### config.mk
export PLATFORM = sky130hd
export DESIGN_NAME = tw_rom_seq_ctrl
export DESIGN_NICKNAME = d
export VERILOG_FILES = /design/src/rtl/tw_rom_seq_ctrl.sv
export SDC_FILE = /design/constraint.sdc
export NUM_CORES = 1
export LEC_CHECK = 0
export ABC_AREA = 1
export BUFFER_PORTS_ARGS = -buffer_cell sky130_fd_sc_hd__buf_4
export CAP_MARGIN = 20
export CORE_ASPECT_RATIO = 2
export CORE_MARGIN = 2
export CORE_UTILIZATION = 50
export CTS_BUF_LIST = sky130_fd_sc_hd__clkbuf_8
export DETAILED_ROUTE_END_ITERATION = 16
export PLACE_DENSITY = 0.89
export SLEW_MARGIN = 0
export SYNTH_ARGS = -nofsm -noshare
export SYNTH_HDL_FRONTEND = slang
export SYNTH_SLANG_ARGS = --single-unit
### constraint.sdc
create_clock -name CLK -period 3.6 [get_ports CLK]
set_input_delay 0.18 -clock CLK [delete_from_list [all_inputs] [get_ports CLK]]
set_output_delay 0.18 -clock CLK [all_outputs]
set_load 0.01 [all_outputs]
### src/rtl/tw_rom_seq_ctrl.sv
// Twiddle ROM bank sequencer: loads the stage-0 words, then walks every stage issuing CEN/stage/state.
// Optional macro TW_SEQ_STALL_EN: when defined, `stall` suppresses read cycles in the RUN states.
module tw_rom_seq_ctrl #(
    parameter int SC_WIDTH   = 3,
    parameter int S_WIDTH    = 4,
    parameter int P_WIDTH    = 64,
    parameter int STAGE_NUM  = 3,
    parameter int LOAD_WORDS = 4,
    parameter int BLOCK_LEN  = 16,
    parameter int BLOCKS     = 64
) (
    input  logic                CLK,
    input  logic                rst,
    input  logic                start,
    input  logic                load_valid,
    input  logic [P_WIDTH-1:0]  load_data,
    input  logic                stall,
    output logic                load_ready,
    output logic                ROM0_w,
    output logic [P_WIDTH-1:0]  horizontal_data_out,
    output logic                CEN,
    output logic [SC_WIDTH-1:0] stage_counter,
    output logic [S_WIDTH-1:0]  state,
    output logic                tw_valid,
    output logic                load_err,
    output logic                busy,
    output logic                done
);

    localparam int RD_W = (BLOCK_LEN > 1) ? $clog2(BLOCK_LEN) : 1;
    localparam int BK_W = (BLOCKS > 1) ? $clog2(BLOCKS) : 1;
    localparam int LD_W = $clog2(LOAD_WORDS + 1);

    localparam logic [S_WIDTH-1:0] ST_IDLE     = S_WIDTH'(0);
    localparam logic [S_WIDTH-1:0] ST_LOAD     = S_WIDTH'(2);
    localparam logic [S_WIDTH-1:0] ST_RUN_EVEN = S_WIDTH'(4);
    localparam logic [S_WIDTH-1:0] ST_GAP      = S_WIDTH'(5);
    localparam logic [S_WIDTH-1:0] ST_RUN_ODD  = S_WIDTH'(6);
    localparam logic [S_WIDTH-1:0] ST_DONE     = S_WIDTH'(8);

    logic [S_WIDTH-1:0] st;
    logic [RD_W-1:0]    rd_cnt;
    logic [BK_W-1:0]    blk_cnt;
    logic [LD_W-1:0]    ld_cnt;

    logic stall_eff;
    logic xfer;
    logic in_run;
    logic rd_fire;
    logic blk_wrap;
    logic last_rd;
    logic last_stage;
    logic ld_last;

`ifdef TW_SEQ_STALL_EN
    assign stall_eff = stall;
`else
    logic unused_stall;
    assign unused_stall = stall;
    assign stall_eff    = 1'b0;
`endif

    assign state      = st;
    assign load_ready = (st == ST_LOAD);
    assign busy       = (st != ST_IDLE);

    assign xfer       = load_valid && load_ready;
    assign ld_last    = (ld_cnt == LD_W'(LOAD_WORDS - 1));
    assign in_run     = (st == ST_RUN_EVEN) || (st == ST_RUN_ODD);
    // A read is issued in the current cycle whenever the registered CEN is low in a RUN state.
    assign rd_fire    = in_run && !CEN;
    assign blk_wrap   = (rd_cnt == RD_W'(BLOCK_LEN - 1));
    assign last_rd    = blk_wrap && (blk_cnt == BK_W'(BLOCKS - 1));
    assign last_stage = (stage_counter == SC_WIDTH'(STAGE_NUM - 1));

    always_ff @(posedge CLK) begin
        if (rst) begin
            st                  <= ST_IDLE;
            rd_cnt              <= '0;
            blk_cnt             <= '0;
            ld_cnt              <= '0;
            stage_counter       <= '0;
            CEN                 <= 1'b1;
            ROM0_w              <= 1'b0;
            horizontal_data_out <= '0;
            tw_valid            <= 1'b0;
            load_err            <= 1'b0;
            done                <= 1'b0;
        end else begin
            ROM0_w   <= xfer;
            if (xfer) begin
                horizontal_data_out <= load_data;
            end
            tw_valid <= rd_fire;
            load_err <= 1'b0;
            done     <= 1'b0;

            case (st)
                ST_IDLE: begin
                    CEN           <= 1'b1;
                    stage_counter <= '0;
                    rd_cnt        <= '0;
                    blk_cnt       <= '0;
                    ld_cnt        <= '0;
                    if (start) begin
                        st <= ST_LOAD;
                    end
                end

                ST_LOAD: begin
                    CEN <= 1'b1;
                    if (xfer) begin
                        if (ld_last) begin
                            // The final ROM write and the first read share the next cycle.
                            ld_cnt <= '0;
                            st     <= ST_RUN_EVEN;
                            CEN    <= 1'b0;
                        end else begin
                            ld_cnt <= ld_cnt + LD_W'(1);
                        end
                    end else if (ld_cnt != '0) begin
                        ld_cnt   <= '0;
                        load_err <= 1'b1;
                    end
                end

                ST_RUN_EVEN, ST_RUN_ODD: begin
                    if (rd_fire) begin
                        if (last_rd) begin
                            CEN <= 1'b1;
                            st  <= last_stage ? ST_DONE : ST_GAP;
                        end else begin
                            CEN <= stall_eff;
                            if (blk_wrap) begin
                                rd_cnt  <= '0;
                                blk_cnt <= blk_cnt + BK_W'(1);
                                st      <= (st == ST_RUN_EVEN) ? ST_RUN_ODD : ST_RUN_EVEN;
                            end else begin
                                rd_cnt <= rd_cnt + RD_W'(1);
                            end
                        end
                    end else begin
                        CEN <= stall_eff;
                    end
                end

                ST_GAP: begin
                    stage_counter <= stage_counter + SC_WIDTH'(1);
                    rd_cnt        <= '0;
                    blk_cnt       <= '0;
                    CEN           <= 1'b0;
                    st            <= ST_RUN_EVEN;
                end

                ST_DONE: begin
                    done          <= 1'b1;
                    CEN           <= 1'b1;
                    stage_counter <= '0;
                    st            <= ST_IDLE;
                end

                default: begin
                    CEN <= 1'b1;
                    st  <= ST_IDLE;
                end
            endcase

            // done is high during the DONE cycle itself, so it is raised on entry.
            if (in_run && rd_fire && last_rd && last_stage) begin
                done <= 1'b1;
            end else if (st == ST_DONE) begin
                done <= 1'b0;
            end
        end
    end

endmodule

* Word level (Yosys, flattened, before mapping) *
Cells that the tools add are included.

cells by class
  $add $sub $neg = 4
  equal/unequal tests = 17
  mux-type cells = 29
  bitwise logic cells = 1
  reduce and logical (&&, ||, !) cells = 22

operators by type and width
  kind                 count
  $mux 4               10
  $mux 6               3
  $pmux 4 s4           1
  $eq 4x3->1 const B   3
  $pmux 3 s2           2
  $pmux 6 s2           1
  $mux 3               3
  $eq 4x4->1 const B   2
  $ne 2x2->1 const B   4
  $pmux 4 s2           1
  $add 3x1->3 const B  2
  $add 6x1->6 const B  1
  $eq 3x2->1 const B   2
  $eq 6x6->1 const B   1
  $logic_and 1x1->1    6
  $mux 1               6
  $reduce_bool 2->1    3
  $reduce_or 2->1      3
  $reduce_and 5->1     1
  $add 4x1->4 const B  1
  $eq 4x2->1 const B   1
  $logic_not 4->1      1
  $ne 2x1->1 const B   2
  $reduce_and 4->1     1
  12 further kinds     12

word-level totals
  register bits after elaboration = 89
  output and inout port bits = 78

* Longest topological paths before layout *
Gate-level depths: netlist (run 1).

  word-level depth = 7
  depth in mapped cells = 9
  gate-level depth less buffers = 9

* Worst setup path before layout (run 1) *
No wires, ideal clock.

  path type = register -> register
  from = register blk_cnt[0]
  to = register rd_cnt[3]
  setup time = 114 ps
  arrival time = 1331 ps
  required time = 3486 ps
  slack = 2156 ps
  cell stages (with the launch flop) = 9
  buffers on the path = 0
  cells stage by stage = dfxtp_1 > ha_1 > nand3_1 > nor2_1 > nand3_2 > nand3_1 > nand2_1 > nand2_1 > nor2_1

on the way
  word-level cells in the longest chain between the ends = 4

RTL lines
  item                               line  source
  from (decl)                        43    logic [BK_W-1:0] blk_cnt;
  from (signal assigned)             136   blk_cnt <= blk_cnt + BK_W'(1);
  $eq 6x6->1                         73    assign last_rd = blk_wrap && (blk_cnt == BK_W'(BLOCKS - 1));
  $logic_and 1x1->1                  73
  $ne 2x2->1 (no source line)        n/a
  $reduce_and 3->1 (no source line)  n/a
  to (signal assigned)               139   rd_cnt <= rd_cnt + RD_W'(1);
  to (decl)                          42    logic [RD_W-1:0] rd_cnt;

Every way passes these cells.
A chain may end at the register's enable or synchronous reset.

* Final worst setup path (run 1) *
  from = register st[2], in the netlist state[2]
  to = register horizontal_data_out[11]

on the way
  word-level cells in the longest chain between the ends = 2

RTL lines
  item                    line  source
  from (decl)             41    logic [S_WIDTH-1:0] st;
  from (signal assigned)  131   st <= last_stage ? ST_DONE : ST_GAP;
  from (signal assigned)  137   st <= (st == ST_RUN_EVEN) ? ST_RUN_ODD : ST_RUN_EVEN;
  $eq 4x2->1              64    assign load_ready = (st == ST_LOAD);
  $logic_and 1x1->1       67    assign xfer = load_valid && load_ready;
  to (signal assigned)    92    horizontal_data_out <= load_data;
  to (decl)               20    output logic [P_WIDTH-1:0] horizontal_data_out,

Every way passes these cells.

==> results of run 1 <==
through the flow:
stage               hold WS, ps  setup WS [ps]  cells    util  cell area (um2)
finish                    27.41           1547    703  0.6964             4796
global route              20.90           1305    703  0.6964             4796
floorplan                 257.9           2156    474       -             3531
global placement          391.0           1677    687  0.6690             4607
CTS                       6.572           1499    703  0.6964             4796
detailed placement        388.9           1525    687  0.6690             4607
per-layer routing:
| metal | up-vias | track usage | part of all wire |
|---|---|---|---|
| li1 | 1782 | - | - |
| met1 | 1617 | 0.2214 | 0.36 |
| met5 | - | 0 | 0 |
| met2 | 148 | 0.4388 | 0.55 |
| met3 | 38 | 0.06049 | 0.055 |
| met4 | 0 | 0.1658 | 0.040 |
critical path, stage by stage (launching register included):
cell	delay [ps]
dfxtp_1	360
nor2_2	170
nand2_1	120
nor2_4	150
nand2_2	70
inv_2	730
nand2_1	160
a21oi_1	190
cells in the final DEF (no fill, tap or decap), drive strengths merged, types with 4 or more instances in the layout:
cell / Yosys / routed
a21oi: 81 / 81
buf: 12 / 146
clkbuf: 11 / 10
dfxtp: 89 / 89
ha: 6 / 6
inv: 29 / 32
nand2: 170 / 170
nand3: 24 / 24
nor2: 31 / 31
nor3: 4 / 4
o21ai: 4 / 4
final cells by class:
class | instances | area [um2]
Tap cell | 90 | 112.6
Clock inverter | 6 | 51.30
Multi-Input combinational cell | 333 | 1508
Sequential cell | 89 | 1782
Clock buffer | 10 | 137.6
Timing Repair Buffer | 146 | 1096
Inverter | 29 | 108.9
Fill cell | 573 | 2091
Yosys cell counts, drive strengths merged:
library cell  instances
nand2               170
dfxtp                89
a21oi                81
nor2                 31
inv                  29
nand3                24
buf                  12
clkbuf               11
ha                    6
nor3                  4
o21ai                 4
nand4                 2
nor4                  2
o21bai                2
xnor2                 2
a31o                  1
a31oi                 1
o211ai                1
or2                   1
xor2                  1
logic make-up after synthesis:
kind of cell	after synthesis	share of synthesized area
and+or+nand+nor	234	0.2672
xor gates and xnor gates	3	0.007443
buffers and inverters	52	0.06839
AOI/OAI and AO/OA	90	0.1311
DFF	89	0.5046
adders and majority gates	6	0.02126
how the worst max path moves through the flow:
stage,cells after the start,endpoint,start,slack (ps)
3_3_place_gp,7,ld_cnt[2],state[2],1680
3_5_place_dp,7,horizontal_data_out[11],state[2],1530
5_1_grt,7,horizontal_data_out[11],state[2],1310
6_report,7,horizontal_data_out[11],state[2],1550
4_1_cts,7,horizontal_data_out[11],state[2],1500
2_1_floorplan,8,rd_cnt[3],blk_cnt[0],2160
state kept, by name, summed over array words and instances, names as in the netlist:
signal,count
CEN,1
ROM0_w,1
blk_cnt,6
done,1
horizontal_data_out,64
ld_cnt,3
load_err,1
rd_cnt,4
stage_counter,3
state,4
tw_valid,1
power by group:
| part | total, mW | internal, mW | switching, mW |
|---|---|---|---|
| registers | 1.19 | 1.11 | 0.0872 |
| clock network | 0.654 | 0.330 | 0.324 |
| logic | 0.794 | 0.333 | 0.461 |
| total | 2.64 | 1.77 | 0.872 |
==> metrics, run 1 <==
Final setup viols 0; hold crit path type input port to register; first-pass GRT wire length 14.59 mm; Synth warnings 0; DR vias 3585; syn_nets 549; Worst Hold Depth 2; Initial Util 0.5127; Setup crit start kind register; reg2reg end horizontal_data_out[11]; DRT Pass-1 Iters 4; Clock Path Buffers 2; Die ar. 7791 um2; Max FO, Critical Path 66; post-CTS sizing 0; GRT overflow 0; drt wl/cell 13.19 um; # Post-CTS Setup Buffers 0; Hold EP load_err; max frequency 487.0 MHz; antenna violations before repair 0; RR Startpoint state[2]; syn avg cell area 7.449 um2; Die Ht 122.8 um; TritonCTS buffer count 9; number of DRC markers in iteration 0 206; post-synth top area share 0.5046; Horiz. Die Dim 63.42 um; Leak 2.127 nW; WL final 9.276 mm; status finished clean; Max Slew Vio Count 0; RSZ-0062 raised after global routing no; PortBufs 145; Max-slew headroom 0.3131; max-cap violations 0; worst clock skew 11.07 ps; worst r2r path cells 7; synth-to-layout area growth 35.83%; Synth Cell Area 3531 um2; Worst EP arrival 2330 ps; HPWL Detailed 6.496 mm; pwr/cell area 550.6 nW/um2; number of global-route vias before repair 3477; post-route ant nets 0; Core Rows 43; Req. time, crit path 3870 ps; Yosys cell types 26; minimum clock period 2053 ps; TritonCTS clock tree built; Hold Startpoint load_valid; Ant. Diodes 0; all-layer global routing usage 0.2372; vias per cell 5.100; sequential area share after synthesis 0.5046; drt drc 0; flop2flop setup slack 1550 ps; nets 683; layout cells sized above 1 0.2708; clk slew on worst S/H paths 80 ps; largest net degree at the start of global routing 82; H-tree depth 3; Hold-fix buffers, CTS 0; Core Region 6887 um2; post-synthesis register bit count 89; worst slew pin tran 1030 ps; # IOs 147; Final GP Congestion 0.9161; top post-synthesis cells by area dfxtp_1 50%, nand2_1 18%, a21oi_1 11%, nand3_1 3.3%, nor2_1 3.1%; Power, Total 2.640 mW; Final Hold Fails 0; period utilization 0.5704; peak supply drop 422.4 uV; Fin Setup TNS 0 ps; CP endpoint kind register; worst-skew pair later-pin latency 350 ps; CTS Root Cell clkbuf_8; CTS Sinks 89; Yosys top cell by area dfxtp_1; Gate Count Post-Synth 474; CP Class register to register
(Power assumes the default switching activity.)
==> inputs of run 2 (changes only) <==
- CORE_UTILIZATION: 50 -> 49
- PLACE_DENSITY: 0.89 -> 0.87
- clock period: 3.6 -> 2.1 ns (I/O delays scaled with it)
==> metrics, run 2 (synthesis gave the netlist of run 1 again) <==
status finished clean; worst-skew pair later-pin latency 350 ps (about the same); first-pass GRT wire length 16.91 mm (+16%); non-filler instance count after layout 754 (+7.3%); Reg with most FFs horizontal_data_out; HPWL Detailed 6.652 mm (+2.4%); setup ws final 330.5 ps (-1216 ps); CP endpoint kind register; layout cells sized above 1 0.2575 (-0.01327); most frequent cells in the layout 169 x nand2_1, 146 x buf_4, 89 x dfxtp_1; Fin Setup TNS 0 ps (unchanged); Largest regs horizontal_data_out (64), blk_cnt (6); CTS Sinks 89 (unchanged); Final Instance Area 5331 um2 (+11%); PortBufs 145 (unchanged); reg2reg end rd_cnt[0]; # Post-CTS Setup Buffers 0 (unchanged); Die ar. 7942 um2 (+1.9%); peak supply drop 799.2 uV (+89%); most common cell after layout, fill and taps aside nand2_1; Placement Setup Slack 365.4 ps (-1160 ps); DR vias 3869 (+7.9%); CTS Root Cell clkbuf_8; number of global-route vias before repair 3785 (+8.9%); Leak 2.341 nW (+10%); Max-slew headroom 0.7018 (+0.3887); CP Class register to register; antenna violations before repair 0 (unchanged); Final GP Congestion 0.8636 (-5.7%); DRT Pass-1 Iters 4 (unchanged); Hold EP horizontal_data_out[55]; clk slew on worst S/H paths 90 ps (about the same); Horiz. Die Dim 64.03 um (+0.95%); worst path cell trace ha_1 -> nand3_1 -> nor2_1 -> nand3_2 -> nand3_1 -> nand2_1 -> a21oi_1; largest net degree at the start of global routing 67 (-18%); CP dominant cell by count nand3_1; H-tree depth 3 (unchanged); Clock Path Buffers 2 (unchanged); hold crit path type input port to register; WL final 10.63 mm (+15%); Hold Startpoint load_data[55]; drt wl/cell 14.10 um (+6.9%); max frequency 565.1 MHz (+16%); Ant. Diodes 0 (unchanged); TritonCTS clock tree built; vias per cell 5.131 (+0.62%); Gate power share 0.316 (+0.015); Largest register FFs 64 (unchanged); Die Ht 124.1 um (+0.99%); # IOs 147 (unchanged); post-route ant nets 0 (unchanged); Final Hold Fails 0 (unchanged); Worst EP arrival 2050 ps (-280 ps); RR Startpoint blk_cnt[0]; Initial Util 0.5087 (-0.003975); worst slew pin tran 447.2 ps (-583.1 ps); post-CTS sizing 0 (unchanged); nets 734 (+7.5%); synth-to-layout area growth 50.99%; Worst Hold Depth 3 (+1); Placed Cells 689 (+0.29%); TritonCTS buffer count 9 (unchanged); worst r2r path cells 7 (unchanged); drt drc 0 (unchanged); flop2flop setup slack 330 ps (-1220 ps); minimum clock period 1769 ps (-283.9 ps); Seq pwr share 0.439 (-0.013); RSZ-0062 raised after global routing no; Req. time, crit path 2380 ps (-1490 ps); period utilization 0.8426 (+0.2722); max-cap violations 0 (unchanged); switch share 0.3360 (+0.005598); internal power 3.091 mW (+75%); Core Rows 43 (unchanged); Area after DPL 4647 um2 (+0.87%); Core Region 6940 um2 (+0.78%); CP peak stage delay 410 ps (-320 ps); sw power 1.564 mW (+79%); all-layer global routing usage 0.2721 (+0.03490); Final setup viols 0 (unchanged); GRT overflow 0 (unchanged); number of DRC markers in iteration 0 234 (+14%); clock power share 0.244 (-0.004); Slowest-stage cell, CP dfxtp_1; Max Slew Vio Count 0 (unchanged); Setup crit start kind register; pwr/cell area 873.1 nW/um2 (+59%); worst clock skew 10.21 ps (-0.8665 ps); Max FO, Critical Path 8 (-88%)
## run 2: cell count changes in the layout (fill, tap and decap cells not counted), sizes merged
cell         change
clkinv           +2
clkinvlp         +1
buf              +2
inv              -2
clkbuf           -1
dlygate4sd3     +49
## run 2: final cells by class
class	count	area, um2
Sequential cell	89	1782
Tap cell	90	112.6
Inverter	29	108.9
Fill cell	474	1609
Clock inverter	7	70.07
Clock buffer	9	123.9
Multi-Input combinational cell	333	1508
Timing Repair Buffer	197	1627
## run 2: worst max-delay path by stage
stage                endpoint       start  cells past startpoint
detailed placement  rd_cnt[0]  blk_cnt[0]                      7
global route        rd_cnt[0]  blk_cnt[0]                      7
CTS                 rd_cnt[0]  blk_cnt[0]                      7
finish              rd_cnt[0]  blk_cnt[0]                      7
global placement    rd_cnt[3]  blk_cnt[0]                      8
floorplan           rd_cnt[3]  blk_cnt[0]                      8
## run 2: through the flow
step,power (mW),utilization,hold WS (ps)
3_5_place_dp,3.447,0.6696,326.1
6_report,4.655,0.7682,18.85
5_1_grt,4.942,0.7682,7.533
3_3_place_gp,3.392,0.6696,326.8
2_1_floorplan,2.896,-,182.9
4_1_cts,4.668,0.7682,0.4527
## run 2: critical path: cells and delay by family, from the launching register on
family | cells | cell delay (ps)
adders and majority gates | 1 | 240
DFF | 1 | 410
and+or+nand+nor | 5 | 900
AOI/OAI and AO/OA | 1 | 150
## run 2: repair_timing
action / 4_1_cts / 5_1_grt
hold endpoints to repair: 49 / 0
endpoints found under the setup margin: 0 / 0
hold buffers: 49 / 0
## run 2: power by group through the flow
stage	clock [mW]	sequential, mW	combinational, mW
2_1_floorplan	0	2.13	0.762
3_3_place_gp	0	2.06	1.33
3_5_place_dp	0	2.07	1.37
4_1_cts	1.18	2.03	1.46
5_1_grt	1.24	2.07	1.63
6_report	1.14	2.04	1.47
## run 2: layer usage
layer / global-route usage / up-vias / wire [um]
met1: 0.2707 / 1787 / 3683
met4: 0.1590 / 0 / 471
met5: 0 / - / 0
li1: - / 1886 / -
met2: 0.5117 / 155 / 5854
met3: 0.05239 / 41 / 624
